## config.mk

```make
export PLATFORM = sky130hd
export DESIGN_NAME = add17_arbiter
export DESIGN_NICKNAME = d
export VERILOG_FILES = /design/src/rtl/add17_arbiter.sv
export SDC_FILE = /design/constraint.sdc
export NUM_CORES = 1
export LEC_CHECK = 0
export ABC_AREA = 1
export CORE_AREA = 2 2 105 107
export DETAILED_ROUTE_END_ITERATION = 16
export DIE_AREA = 0 0 107 109
export GPL_TIMING_DRIVEN = 0
export SETUP_SLACK_MARGIN = 0.5
export SKIP_CTS_REPAIR_TIMING = 1
export SYNTH_ARGS = -nofsm -noshare
export SYNTH_HDL_FRONTEND = slang
export SYNTH_SLANG_ARGS = --single-unit
```

## constraint.sdc

```tcl
create_clock -name clk -period 2.4 [get_ports clk]
set_clock_uncertainty 0.1 [all_clocks]
set_input_delay 0.24 -clock clk [delete_from_list [all_inputs] [get_ports clk]]
set_output_delay 0.24 -clock clk [all_outputs]
set_load 0.01 [all_outputs]
```

## src/rtl/add17_arbiter.sv

```systemverilog
// Two-requester round-robin front end for a single 17-bit adder.
// Operands are captured into private registers at the grant edge, held on
// the adder for ADD_CYCLES cycles, and the result is registered together
// with a one-cycle done pulse for the winning requester.

// Plain 17-bit adder with carry out; the arbiter is its only user.
module adder17 (
  input  logic [16:0] A,
  input  logic [16:0] B,
  output logic [16:0] S,
  output logic        Cout
);

  assign {Cout, S} = {1'b0, A} + {1'b0, B};

endmodule

module add17_arbiter #(
  parameter int unsigned ADD_CYCLES = 1  // legal range 1..15
) (
  input  logic        clk,
  input  logic        rst_n,
  input  logic        req0,
  input  logic        req1,
  input  logic [16:0] a0,
  input  logic [16:0] b0,
  input  logic [16:0] a1,
  input  logic [16:0] b1,
  output logic        gnt0,
  output logic        gnt1,
  output logic        done0,
  output logic        done1,
  output logic [16:0] sum,
  output logic        cout,
  output logic        busy
);

  typedef enum logic [1:0] {
    S_IDLE = 2'd0,
    S_ADD  = 2'd1,
    S_DONE = 2'd2
  } state_e;

  // Counter is loaded with ADD_CYCLES-1 so that a zero count marks the
  // capture cycle; 4 bits cover the whole legal parameter range.
  localparam logic [3:0] CNT_LOAD = 4'(ADD_CYCLES - 1);

  state_e      state_q;
  logic        owner_q;   // 0 = requester 0, 1 = requester 1
  logic        last_q;    // requester served most recently
  logic [3:0]  cnt_q;
  logic [16:0] opa_q;
  logic [16:0] opb_q;
  logic [16:0] sum_q;
  logic        cout_q;
  logic        gnt0_q;
  logic        gnt1_q;
  logic        done0_q;
  logic        done1_q;
  logic        busy_q;

  logic        owner_d;
  logic [16:0] add_s;
  logic        add_c;

  // The only adder; it sees nothing but the captured operand registers, so
  // later operand changes at the ports cannot disturb an in-flight sum.
  adder17 u_add (
    .A    (opa_q),
    .B    (opb_q),
    .S    (add_s),
    .Cout (add_c)
  );

  // Winner selection: a lone requester wins; on a tie the one not served
  // last time wins.
  always_comb begin
    owner_d = 1'b0;
    if (req0 && req1) owner_d = ~last_q;
    else if (req1)    owner_d = 1'b1;
  end

  // Control FSM with all outputs registered.
  always_ff @(posedge clk or negedge rst_n) begin
    if (!rst_n) begin
      state_q <= S_IDLE;
      owner_q <= 1'b0;
      last_q  <= 1'b1;
      cnt_q   <= '0;
      opa_q   <= '0;
      opb_q   <= '0;
      sum_q   <= '0;
      cout_q  <= 1'b0;
      gnt0_q  <= 1'b0;
      gnt1_q  <= 1'b0;
      done0_q <= 1'b0;
      done1_q <= 1'b0;
      busy_q  <= 1'b0;
    end else begin
      case (state_q)
        S_IDLE: begin
          if (req0 || req1) begin
            owner_q <= owner_d;
            opa_q   <= owner_d ? a1 : a0;
            opb_q   <= owner_d ? b1 : b0;
            gnt0_q  <= ~owner_d;
            gnt1_q  <= owner_d;
            cnt_q   <= CNT_LOAD;
            busy_q  <= 1'b1;
            state_q <= S_ADD;
          end
        end
        S_ADD: begin
          if (cnt_q != 4'd0) begin
            cnt_q <= cnt_q - 4'd1;
          end else begin
            sum_q   <= add_s;
            cout_q  <= add_c;
            gnt0_q  <= 1'b0;
            gnt1_q  <= 1'b0;
            done0_q <= ~owner_q;
            done1_q <= owner_q;
            state_q <= S_DONE;
          end
        end
        S_DONE: begin
          done0_q <= 1'b0;
          done1_q <= 1'b0;
          last_q  <= owner_q;
          busy_q  <= 1'b0;
          state_q <= S_IDLE;
        end
        default: begin
          gnt0_q  <= 1'b0;
          gnt1_q  <= 1'b0;
          done0_q <= 1'b0;
          done1_q <= 1'b0;
          busy_q  <= 1'b0;
          state_q <= S_IDLE;
        end
      endcase
    end
  end

  assign gnt0  = gnt0_q;
  assign gnt1  = gnt1_q;
  assign done0 = done0_q;
  assign done1 = done1_q;
  assign sum   = sum_q;
  assign cout  = cout_q;
  assign busy  = busy_q;

endmodule

```

==> results of run 1 <==
==> kinds of logic (layout without fill, tap and decap cells) <==
| group | Yosys count | in the layout |
|---|---|---|
| compound gates | 30 | 30 |
| xor+xnor | 3 | 3 |
| fa+ha+maj | 19 | 19 |
| buf+inv | 86 | 198 |
| flops | 65 | 65 |
| simple gates | 329 | 329 |
==> worst max-delay path, stage by stage (launching register included) <==
cell and delay [ps]:
dfrtp_1 420, ha_2 220, inv_2 40, fa_2 370, inv_2 70, nand2_1 50
nand2_1 80, nand3_2 90, nand2_4 90, nand2_2 50, nand2_1 60, nand2_1 50
nand3_2 60, nand2_1 50
==> stage by stage <==
stage | utilization (%) | cells
floorplan | - | 532
global placement | 47.5 | 765
detailed placement | 47.5 | 765
CTS | 49.2 | 781
global route | 50.0 | 784
finish | 50.0 | 784
==> flip-flops by register name (all words and copies together) (netlist names), 2 cells and up <==
| name | cells |
|---|---|
| opa_q | 17 |
| opb_q | 17 |
| sum | 17 |
| cnt_q | 4 |
| state_q | 2 |
==> routing by layer <==
layer / part of all wire, % / global-route usage, % / routed length, um
met5: 0 / 0 / 0
met4: 1.3 / 5.75 / 148
met3: 3.8 / 3.83 / 424
met2: 47 / 33.3 / 5240
met1: 48 / 27.8 / 5410
==> power by group <==
part / internal [W] / switching, W / total [W]
Sequential: 0.00165 / 0.000339 / 0.00199
Clock: 0.000476 / 0.000429 / 0.000905
Combinational: 0.00186 / 0.00280 / 0.00465
==> cells in the final DEF (no fill, tap or decap), types with 2 or more instances in the layout <==
master,n
o21ai_1,5
xor2_1,2
dfrtp_1,64
inv_2,6
buf_2,14
nand4_1,32
buf_6,2
o221ai_1,2
nand3b_1,3
inv_1,57
clkinv_2,3
and2_1,2
a21oi_1,13
clkdlybuf4s50_1,92
nor3_1,5
nor2_1,15
o21ai_0,7
clkbuf_8,9
ha_2,3
nand3_2,5
or2_0,2
ha_1,14
buf_4,4
nand3_1,87
nand2_2,8
nor2_4,3
clkbuf_1,8
nand2_1,162
==> path summary, 6_finish.rpt <==
| path | startpoint | endpoint | cells after the start |
|---|---|---|---|
| setup / recovery | opb_q[0] | sum[16] | 13 |
| hold / removal | req1 | opb_q[2] | 3 |
| setup reg to reg | opb_q[0] | sum[16] | 13 |
| hold reg to reg | owner_q | done0 | 1 |
| max in group asynchronous | rst_n | cnt_q[3] | 2 |
| min in group asynchronous | rst_n | sum[1] | 2 |
==> layout make-up <==
type | count | area [um^2] | share of cell area (%)
Sequential cell | 65 | 1630 | 30.7
Multi-Input combinational cell | 381 | 2010 | 37.8
Clock inverter | 4 | 45.0 | 0.850
Timing Repair Buffer | 96 | 953 | 18.0
Clock buffer | 12 | 135 | 2.55
Inverter | 63 | 236 | 4.46
Buffer | 23 | 123 | 2.31
Tap cell | 140 | 175 | 3.30
==> impl_metrics.json, run 1 <==
{
  "status": "finished clean",
  "initial_core_util_pct": 37.0,
  "critical_path_required_ps": 2540,
  "viasPerCell": 4.89,
  "synth_async_sr_flop_share_pct": 100,
  "tightest_slew_ps": 822,
  "synth_mux_area_share_pct": 0,
  "rsz0062_at_grt": "yes",
  "min_period_ps": 1920,
  "synthSimpleGateAreaFrac_pct": 38.3,
  "die_y_um": 109,
  "grt_overflow": 0,
  "synth_compound_area_share_pct": 4.21,
  "coreArea_mm2": 0.0106,
  "cp-start-kind": "flop",
  "cts_tree": "built",
  "synth_edf_count": 0,
  "antenna_found_initial": 0,
  "wl_mm": 11.2,
  "whs_ps": 94.9,
  "avgSynthCellArea_um2": 7.38,
  "p_total_w": 0.00755,
  "cts-htree-levels": 3,
  "dieArea_mm2": 0.0117,
  "ioPinCount": 95,
  "hold_class": "input port to flop",
  "reg2reg_slack_ps": 480,
  "fin_area_mm2": 0.00530,
  "p_leak_nw": 2.61,
  "grt_pass1_wl_mm": 18.5,
  "critPathMaxFanout": 4,
  "ys_ff_latch": 65,
  "cts_buffers": 9,
  "track_usage_pct": 20.4,
  "final_nets": 730,
  "yosys_warnings": 0,
  "power_density_mw_per_mm2": 1420,
  "yosysUniqueCellTypes": 34,
  "cap_violations": 0,
  "synthToLayoutAreaGrowth_pct": 35.0,
  "period_share_pct": 80.1,
  "wl_per_cell_um": 14.3,
  "slew_viol_final": 0,
  "first_global_vias": 3817,
  "timing.final.ws_setup_ps": 479,
  "tns_ps": 0,
  "drive_gt1_share_pct": 9.94,
  "hpwl_mm": 8.72,
  "yosysTopAreaCell": "dfrtp_1",
  "synthTopCellsByCount": "nand2_1 (167), nand3_1 (92), dfrtp_1 (64)",
  "num_vias": 3831,
  "diodes": 0,
  "worstSetupPathType": "flop to flop",
  "drt_iter0_drc": 215,
  "synth_cells": 532,
  "root_buffer": "clkbuf_8",
  "synth_fp_nets": 623,
  "yosysTopAreaCellShare_pct": 40.8,
  "path_clk_slew_ps": 70,
  "dpl_cell_area_mm2": 0.00503,
  "synthXorXnorAreaFrac_pct": 0.669,
  "clk_latency_ps": 350,
  "clk_path_buf_depth": 2,
  "dieWidth_um": 107,
  "synth_fa_ha_area_share_pct": 6.24,
  "yosysMostFrequentCell": "nand2_1",
  "yosysSeqAreaShare_pct": 41.4,
  "port-buffer-count": 93,
  "end_kind": "flop",
  "grt_max_degree": 66,
  "clock-sinks": 65,
  "dr.pass1.iters": 4,
  "crit_arrival_ps": 2060,
  "rows": 38,
  "nFillCells": 1059,
  "gp_congestion": 0.859,
  "synth_flop_cell": "dfrtp_1",
  "pre_cts_ws_ps": 365,
  "setup_viol": 0,
  "synth_area_leaders": "dfrtp_1 (41%), nand2_1 (16%), nand3_1 (12%)",
  "finalHoldViolations": 0,
  "synth_top_family_by_area": "simple AND/OR/NAND/NOR gates",
  "ant_nets": 0,
  "max_freq_mhz": 520,
  "netlist_area_mm2": 0.00393,
  "ir_drop_mv": 0.449,
  "drc": 0,
  "slew_headroom_pct": 45.2
}
Power figures use the tool's default switching activity.
==> run 2: changes to the inputs <==
- clock period: 2.4 -> 2 ns (I/O delays scaled with it)
==> run 2 against run 1 <==
  * Total power grew 40%
  * Sequential share of layout area is 3.2 points lower
  * Register-to-register slack got worse by 330 ps
  * Critical path depth is the same
  * Die area unchanged
  * Clock-buffer cell count is 1 higher
  * First-iteration DRC count fell by 24%
  * Utilization increased by 5.8 points
  * Clock power is 39% higher
  * Sequential power is 25% higher
  * Maximum frequency is 3.8% higher
  * Worst setup slack got worse by 330 ps
==> impl_metrics.json, run 2 (synthesis results as in run 1) <==
{
  "layout_common_cells": "nand2_1 (147), nand3_1 (84), clkdlybuf4s50_1 (69), dfrtp_1 (63), inv_1 (51)",
  "dr.pass1.iters": 5,
  "topRoutingLayerUsed": "met4",
  "tightest_slew_ps": 822,
  "antenna_found_initial": 0,
  "drt_iter0_drc": 163,
  "p_leak_nw": 3.06,
  "first_global_vias": 3900,
  "min_period_ps": 1850,
  "setup_viol": 0,
  "clkPwrFrac_pct": 11.9,
  "max_freq_mhz": 540,
  "track_usage_pct": 20.5,
  "rsz0062_at_grt": "yes",
  "cts_tree": "built",
  "wl_met2_mm": 5.57,
  "critical_path_required_ps": 2140,
  "cpMaxStageDelayCell": "fa_2",
  "grt_overflow": 0,
  "dieWidth_um": 107,
  "slew_viol_final": 0,
  "critPathMaxFanout": 4,
  "worstSetupPathType": "flop to flop",
  "status": "finished clean",
  "ir_drop_mv": 0.652,
  "path_cells": "ha_2, inv_2, fa_2, inv_2, nand2_2, nand2_2, nand3_2, nand2_4, nand2_2, nand2_1, nand2_1, nand3_2, nand2_1",
  "power_switching_w": 0.00479,
  "nFillCells": 1000,
  "dieArea_mm2": 0.0117,
  "crit_path_max_incr_delay_ps": 380,
  "path_buf_inv": 2,
  "viasPerCell": 4.93,
  "final_common_cell": "nand2_1",
  "cts_buffers": 9,
  "coreArea_mm2": 0.0106,
  "synthToLayoutAreaGrowth_pct": 50.7,
  "hpwl_mm": 8.74,
  "tns_ps": 0,
  "gp_congestion": 0.812,
  "finalHoldViolations": 0,
  "diodes": 0,
  "clk_path_buf_depth": 2,
  "crit_arrival_ps": 1990,
  "timing.final.ws_setup_ps": 148,
  "ioPinCount": 95,
  "cp-start-kind": "flop",
  "cap_violations": 0,
  "num_vias": 3984,
  "port-buffer-count": 93,
  "p_int_w": 0.00580,
  "ant_nets": 0,
  "clk_latency_ps": 350,
  "critPathTopFamily": "adder cells",
  "path_clk_slew_ps": 80,
  "final_nets": 754,
  "cts-htree-levels": 3,
  "wl_mm": 11.8,
  "rows": 38,
  "p_comb_share_pct": 64.7,
  "root_buffer": "clkbuf_8",
  "pre_cts_ws_ps": 106,
  "swShare_pct": 45.2,
  "end_kind": "flop",
  "power_density_mw_per_mm2": 1790,
  "wl_per_cell_um": 14.6,
  "grt_max_degree": 66,
  "drt-met1-wl_mm": 5.42,
  "hold_class": "input port to flop",
  "p_total_w": 0.0106,
  "grt_pass1_wl_mm": 18.5,
  "clock-sinks": 65,
  "wl_met3_um": 539,
  "sequentialPowerShare_pct": 23.4,
  "drive_gt1_share_pct": 20.1,
  "slew_headroom_pct": 45.2,
  "drc": 0,
  "whs_ps": 60.6,
  "initial_core_util_pct": 37.0,
  "die_y_um": 109,
  "period_share_pct": 92.6
}
-- run 2: cell types whose count changed in the layout (fill, tap and decap cells not counted), moves of 5 or more --
cell	before	now
buf_4	4	30
clkdlybuf4s50_1	92	69
dlymetal6s2s_1	0	23
nand2_1	162	147
buf_2	14	2
ha_4	1	13
nand2_2	8	20
ha_1	14	3
inv_1	57	51
buf_6	2	7
-- run 2: layer usage --
layer  global-route usage (%)  vias to the layer above
li1                         -                     2015
met1                     27.0                     1828
met2                     33.3                      120
met3                     3.17                       21
met4                     9.09                        0
met5                        0                        -
-- run 2: through the flow --
stage	std cells	utilization (%)	cell area, um^2
after CTS	781	50.4	5350
after floorplan	532	-	4030
after detailed placement	765	48.4	5130
final	808	55.8	5920
after global placement	765	48.4	5140
after global routing	808	55.8	5920
-- run 2: power groups by stage --
stage / clock (W) / sequential (W) / combinational, W
final: 0.00126 / 0.00248 / 0.00685
after global routing: 0.00134 / 0.00256 / 0.00768
after CTS: 0.00127 / 0.00244 / 0.00565
after detailed placement: 0 / 0.00245 / 0.00561
after global placement: 0 / 0.00244 / 0.00556
after floorplan: 0 / 0.00245 / 0.00384
-- run 2: cell type report --
| type | instances | area, um^2 | share of cell area, % |
|---|---|---|---|
| plain buffers | 23 | 180 | 3.04 |
| clock buffers | 13 | 149 | 2.52 |
| clock inverters | 3 | 65.1 | 1.10 |
| inverters | 63 | 250 | 4.23 |
| multi-input cells | 381 | 2260 | 38.2 |
| flip-flops and latches | 65 | 1630 | 27.5 |
| well taps | 140 | 175 | 2.96 |
| repair buffers | 120 | 1210 | 20.4 |
-- run 2: final timing paths --
kind,from,endpoint,slack (ps),cells after the start
max in group asynchronous,rst_n,state_q[1],840,2
worst max-delay path,opb_q[0],sum[16],150,13
worst min register to register,owner_q,done0,360,1
min in group asynchronous,rst_n,sum[4],400,2
worst max register to register,opb_q[0],sum[16],150,13
worst min-delay path,req1,opb_q[2],60,3
-- run 2: tightest hold or removal path: stages --
cell and delay [ps]:
buf_6 120, nand4_1 90, nand3_1 60
